==> src/rtl/iobuf_host_loader.sv <==
// iobuf_host_loader: loads host words into the input IOBuf, kicks the accelerator, drains the output IOBuf to the host
module iobuf_host_loader #(
    parameter int DWIDTH  = 32,
    parameter int ADWIDTH = 16
) (
    input  logic               Clk,
    input  logic               Reset,
    input  logic               Cfg_Start,
    input  logic [ADWIDTH-1:0] Cfg_Load_Len,
    input  logic [ADWIDTH-1:0] Cfg_Store_Len,
    output logic               Busy,
    output logic               Done,
    input  logic [DWIDTH-1:0]  S_Data,
    input  logic               S_Valid,
    output logic               S_Ready,
    output logic [DWIDTH-1:0]  M_Data,
    output logic               M_Valid,
    input  logic               M_Ready,
    output logic               Host_Own,
    output logic [ADWIDTH-1:0] Buf0_Addr,
    output logic               Buf0_Wea,
    output logic [DWIDTH-1:0]  Buf0_Wdata,
    output logic [ADWIDTH-1:0] Buf1_Addr,
    input  logic [DWIDTH-1:0]  Buf1_Rdata,
    output logic               Accel_Start,
    input  logic               Accel_Done
);
    typedef enum logic [2:0] {ST_IDLE, ST_LOAD, ST_START, ST_WAIT, ST_DRAIN, ST_DONE} state_t;
    state_t state, state_nx;
    logic [ADWIDTH:0] load_len, store_len, ld_cnt, rd_cnt, out_cnt;
    logic [DWIDTH-1:0] fifo [2];
    logic wr_ptr, rd_ptr, rd_pend;
    logic [1:0] fifo_cnt;
    logic [2:0] occ_next;
    logic beat, pop, issue, last_beat, last_word;
    assign beat      = state == ST_LOAD && S_Valid;
    assign pop       = fifo_cnt != 2'd0 && M_Ready;
    assign occ_next  = {1'b0, fifo_cnt} + {2'b0, rd_pend} - {2'b0, pop};
    assign issue     = state == ST_DRAIN && rd_cnt != store_len && occ_next <= 3'd1;
    assign last_beat = beat && ld_cnt + 1'b1 == load_len;
    assign last_word = pop && out_cnt + 1'b1 == store_len;
    // state register
    always_ff @(posedge Clk) begin
        if (Reset) state <= ST_IDLE;
        else       state <= state_nx;
    end
    // next-state decode; Cfg_Start and Accel_Done only matter in IDLE and WAIT
    always_comb begin
        state_nx = state;
        case (state)
            ST_IDLE:  if (Cfg_Start) state_nx = Cfg_Load_Len == '0 ? ST_START : ST_LOAD;
            ST_LOAD:  if (last_beat) state_nx = ST_START;
            ST_START: state_nx = ST_WAIT;
            ST_WAIT:  if (Accel_Done) state_nx = store_len == '0 ? ST_DONE : ST_DRAIN;
            ST_DRAIN: if (last_word) state_nx = ST_DONE;
            default:  state_nx = ST_IDLE;
        endcase
    end
    // outputs; unused addresses and write data are forced to 0
    always_comb begin
        Busy        = state != ST_IDLE;
        Done        = state == ST_DONE;
        S_Ready     = state == ST_LOAD;
        Accel_Start = state == ST_START;
        Host_Own    = !(state == ST_START || state == ST_WAIT);
        Buf0_Wea    = beat;
        Buf0_Addr   = beat ? ld_cnt[ADWIDTH-1:0] : '0;
        Buf0_Wdata  = beat ? S_Data : '0;
        Buf1_Addr   = issue ? rd_cnt[ADWIDTH-1:0] : '0;
        M_Valid     = fifo_cnt != 2'd0;
        M_Data      = fifo[rd_ptr];
    end
    // counters, length latches and the 2-entry output FIFO fed by one-cycle-latency reads
    always_ff @(posedge Clk) begin
        if (Reset) begin
            load_len  <= '0;
            store_len <= '0;
            ld_cnt    <= '0;
            rd_cnt    <= '0;
            out_cnt   <= '0;
            rd_pend   <= 1'b0;
            wr_ptr    <= 1'b0;
            rd_ptr    <= 1'b0;
            fifo_cnt  <= 2'd0;
            fifo[0]   <= '0;
            fifo[1]   <= '0;
        end else begin
            if (state == ST_IDLE && Cfg_Start) begin
                load_len  <= {1'b0, Cfg_Load_Len};
                store_len <= {1'b0, Cfg_Store_Len};
                ld_cnt    <= '0;
                rd_cnt    <= '0;
                out_cnt   <= '0;
            end
            if (beat) ld_cnt <= ld_cnt + 1'b1;
            if (issue) rd_cnt <= rd_cnt + 1'b1;
            rd_pend <= issue;
            if (rd_pend) begin
                fifo[wr_ptr] <= Buf1_Rdata;
                wr_ptr       <= !wr_ptr;
            end
            if (pop) begin
                rd_ptr  <= !rd_ptr;
                out_cnt <= out_cnt + 1'b1;
            end
            fifo_cnt <= fifo_cnt + {1'b0, rd_pend} - {1'b0, pop};
        end
    end
endmodule

==> config.mk <==
export PLATFORM = sky130hd
export DESIGN_NAME = iobuf_host_loader
export DESIGN_NICKNAME = d
export VERILOG_FILES = /design/src/rtl/iobuf_host_loader.sv
export SDC_FILE = /design/constraint.sdc
export NUM_CORES = 1
export LEC_CHECK = 0
export CAP_MARGIN = 25
export CORE_UTILIZATION = 31
export CTS_CLUSTER_DIAMETER = 150
export DETAILED_ROUTE_END_ITERATION = 10
export GPL_ROUTABILITY_DRIVEN = 0
export SLEW_MARGIN = 20
export SYNTH_ARGS = -nofsm -noshare
export SYNTH_HDL_FRONTEND = slang
export SYNTH_SLANG_ARGS = --single-unit
==> constraint.sdc <==
create_clock -name Clk -period 13.1 [get_ports Clk]
set_clock_uncertainty 0.1 [all_clocks]
set_input_delay 2.62 -clock Clk [delete_from_list [all_inputs] [get_ports Clk]]
set_output_delay 2.62 -clock Clk [all_outputs]
set_load 0.005 [all_outputs]
==> out/qor.yml <==
io_pins: 205
async_flop_share_pct: 0
fp-row-count: 60
hold_start: "load_len[5]$_SDFFE_PP0P_"
place_area_mm2: 0.01090
fill_cells: 2733
setup_viol: 0
grt_pass1_vias: 7008
p_sw_share_pct: 31.34
synth_edf_count: 64
hpwl_um: 15990
nNetsFinal: 1233
status: "finished, final reports clean"
final_max_slew_viol_count: 0
clock_insertion_delay_worst_skew_ns: 0.43
multi_input_area_mm2: 0.004501
max_stage_delay_ns: 0.51
drt-initial-drc-count: 469
ir_worst_vdd_mv: 0.06316
final_cell_area_mm2: 0.01151
pwr-share-clk_pct: 33.5
path_common_cell: "inv_1"
post-cts-setup-buffers: 0
seqCellArea_mm2: 0.003764
yosys.area.top_type_share_pct: 22.18
worstPathArrival_ns: 6.12
path_clk_slew_ns: 0.07
dpl.cell_count: 1477
remaining_drc_errors: 0
reg2reg_from: "fifo_cnt[1]$_SDFF_PP0_"
synth.distinct_cells: 65
path_cells: "clkdlybuf4s50_1, nand2_1, buf_4, inv_1, ha_1, inv_1, ha_1, inv_1, fa_1, xnor2_1, nand3_1, a21oi_2, buf_4, and2_1, clkdlybuf4s50_1"
fin_ws_ns: 4.260
viasPerCell: 4.874
area_delta_synth_final_pct: 32.83
placement.io_buffers: 204
pre_cts_ws_ns: 4.282
pwr-share-seq_pct: 38.7
antenna_cells: 0
total_power_mw: 1.475
hold_viol: 0
ys_ff_latch: 156
grt_max_degree: 98
cp-start-kind: "primary input"
utilization_pct: 42.36
grt_pass1_wl_um: 37220
vias: 7360
numCtsBuffers: 17
postRouteAntennaNets: 0
synth_most_common_cell: "and2_1"
grt_setup_unrepaired: "no"
ys_top_cells_by_area: "edfxtp_1 22%, dfxtp_1 21%, and2_1 9.5%"
gr-total-overflow: 0
postSynthCellCount: 964
power.internal_mw: 1.013
numClockSinks: 156
h-tree-depth: 4
coreArea_mm2: 0.02718
ys_top_cells_by_count: "132 x and2_1, 111 x nand2_1, 92 x dfxtp_1"
die-width_um: 169.2
die_h_um: 169.2
start_util_pct: 31.89
post-route-period-util_pct: 67.48
syn-num-nets: 1072
syn_area_mm2: 0.008666
setup_tns_ns: 0
critPathMaxFanout: 45
comb_power_share_pct: 27.8
syn_area_per_cell_um2: 8.989
cts.path.max_buffers: 2
max_freq_mhz: 113.1
period_needed_ns: 8.840
cts_resized: 0
wl_per_cell_um: 15.49
slowest_stage: "clkdlybuf4s50_1"
fin_cells: 1510
worst_pin_slew_ns: 0.8310
crit_type: "in -> out"
grt_usage_pct: 16.26
postCtsHoldBufs: 0
antenna_found_initial: 0
cap_violations: 0
cts_tree: "built"
wirelength_um: 23390
power.density_mw_per_mm2: 128.1
slew_headroom_pct: 44.52
yosysWarnings: 0
synth_ff_type: "dfxtp_1"
first_pass_iters: 4
cp.required_ns: 10.38
drive_gt1_share_pct: 8.699
critical_path.endpoint_type: "output pin"
root_buffer: "clkbuf_16"
die_area_mm2: 0.02863
holdWs_ns: 0.3714
yosysSeqAreaShare_pct: 43.43
yosysTopAreaCell: "edfxtp_1"
netSwitchingPower_mw: 0.4623
cp-startpoint: "M_Ready"
hp-class: "reg -> reg"
power_leakage_nw: 4.044
power groups by stage:
stage	logic (mW)	registers (mW)	clock network (mW)
after floorplan	0.252	0.564	0
after global routing	0.453	0.576	0.525
final	0.410	0.572	0.494
after global placement	0.409	0.581	0
after CTS	0.414	0.571	0.505
after detailed placement	0.411	0.582	0
path summary, 6_finish.rpt:
kind                              end  slack, ns  cells after the start
max                      Buf1_Addr[5]       4.26                     15
min          load_len[5]$_SDFFE_PP0P_       0.37                      2
max reg2reg    rd_cnt[3]$_SDFFE_PP0P_       9.30                     16
min reg2reg  load_len[5]$_SDFFE_PP0P_       0.37                      2
routing by layer:
metal / vias up / part of all wire, % / global-route usage [%]
li1: 3682 / - / -
met1: 3493 / 48 / 22.43
met2: 166 / 47 / 26.10
met3: 19 / 3.9 / 2.868
met4: 0 / 1.0 / 4.348
met5: - / 0 / 0
layout by cell type, fill, tap and decap left out, types with 7 or more instances in the layout:
master and n:
nand2_1 111, xnor2_1 49, and2_1 132, nor2b_1 10
dfxtp_1 92, mux2_2 38, a21oi_1 76, and3_1 7
clkdlybuf4s50_1 203, edfxtp_1 64, o21ai_0 28, nand4_1 26
clkbuf_16 17, nor2_1 51, or3_1 9, buf_4 9
nor4_1 16, nand3_1 23, nor3_1 27, inv_1 17
xor2_1 19, nand3b_1 13
area by class of cell:
cell class	instances	area share [%]
Multi-Input combinational cell	718	39.10
Clock inverter	14	1.337
Clock buffer	18	3.728
Inverter	19	0.6196
Timing Repair Buffer	213	18.48
Sequential cell	156	32.70
Tap cell	372	4.043
registers in the layout (all words and copies together) (netlist names), named ones only:
signal and cells:
fifo_cnt 2, wr_ptr 1, load_len 16, store_len 16, out_cnt 17, ld_cnt 17, fifo 64, rd_cnt 17
rd_ptr 1, rd_pend 1, state 3
cell families (layout without fill, tap and decap cells):
group	Yosys count	after routing	share of synthesized area, %
and+or+nand+nor	458	458	28.82
DFF	156	156	43.43
AOI/OAI and AO/OA	147	147	10.08
buffers and inverters	90	264	4.793
xor gates and xnor gates	68	68	6.873
muxes	39	39	5.053
adders and majority gates	6	6	0.9529
worst max-delay path: cells and delay by family:
| family | cells | cell delay [ns] |
|---|---|---|
| AOI/OAI and AO/OA | 1 | 0.12 |
| xor gates and xnor gates | 1 | 0.15 |
| adders and majority gates | 3 | 0.83 |
| buffers and inverters | 7 | 2.01 |
| and+or+nand+nor | 3 | 0.35 |
No activity file was read; power rests on OpenSTA's default activity.
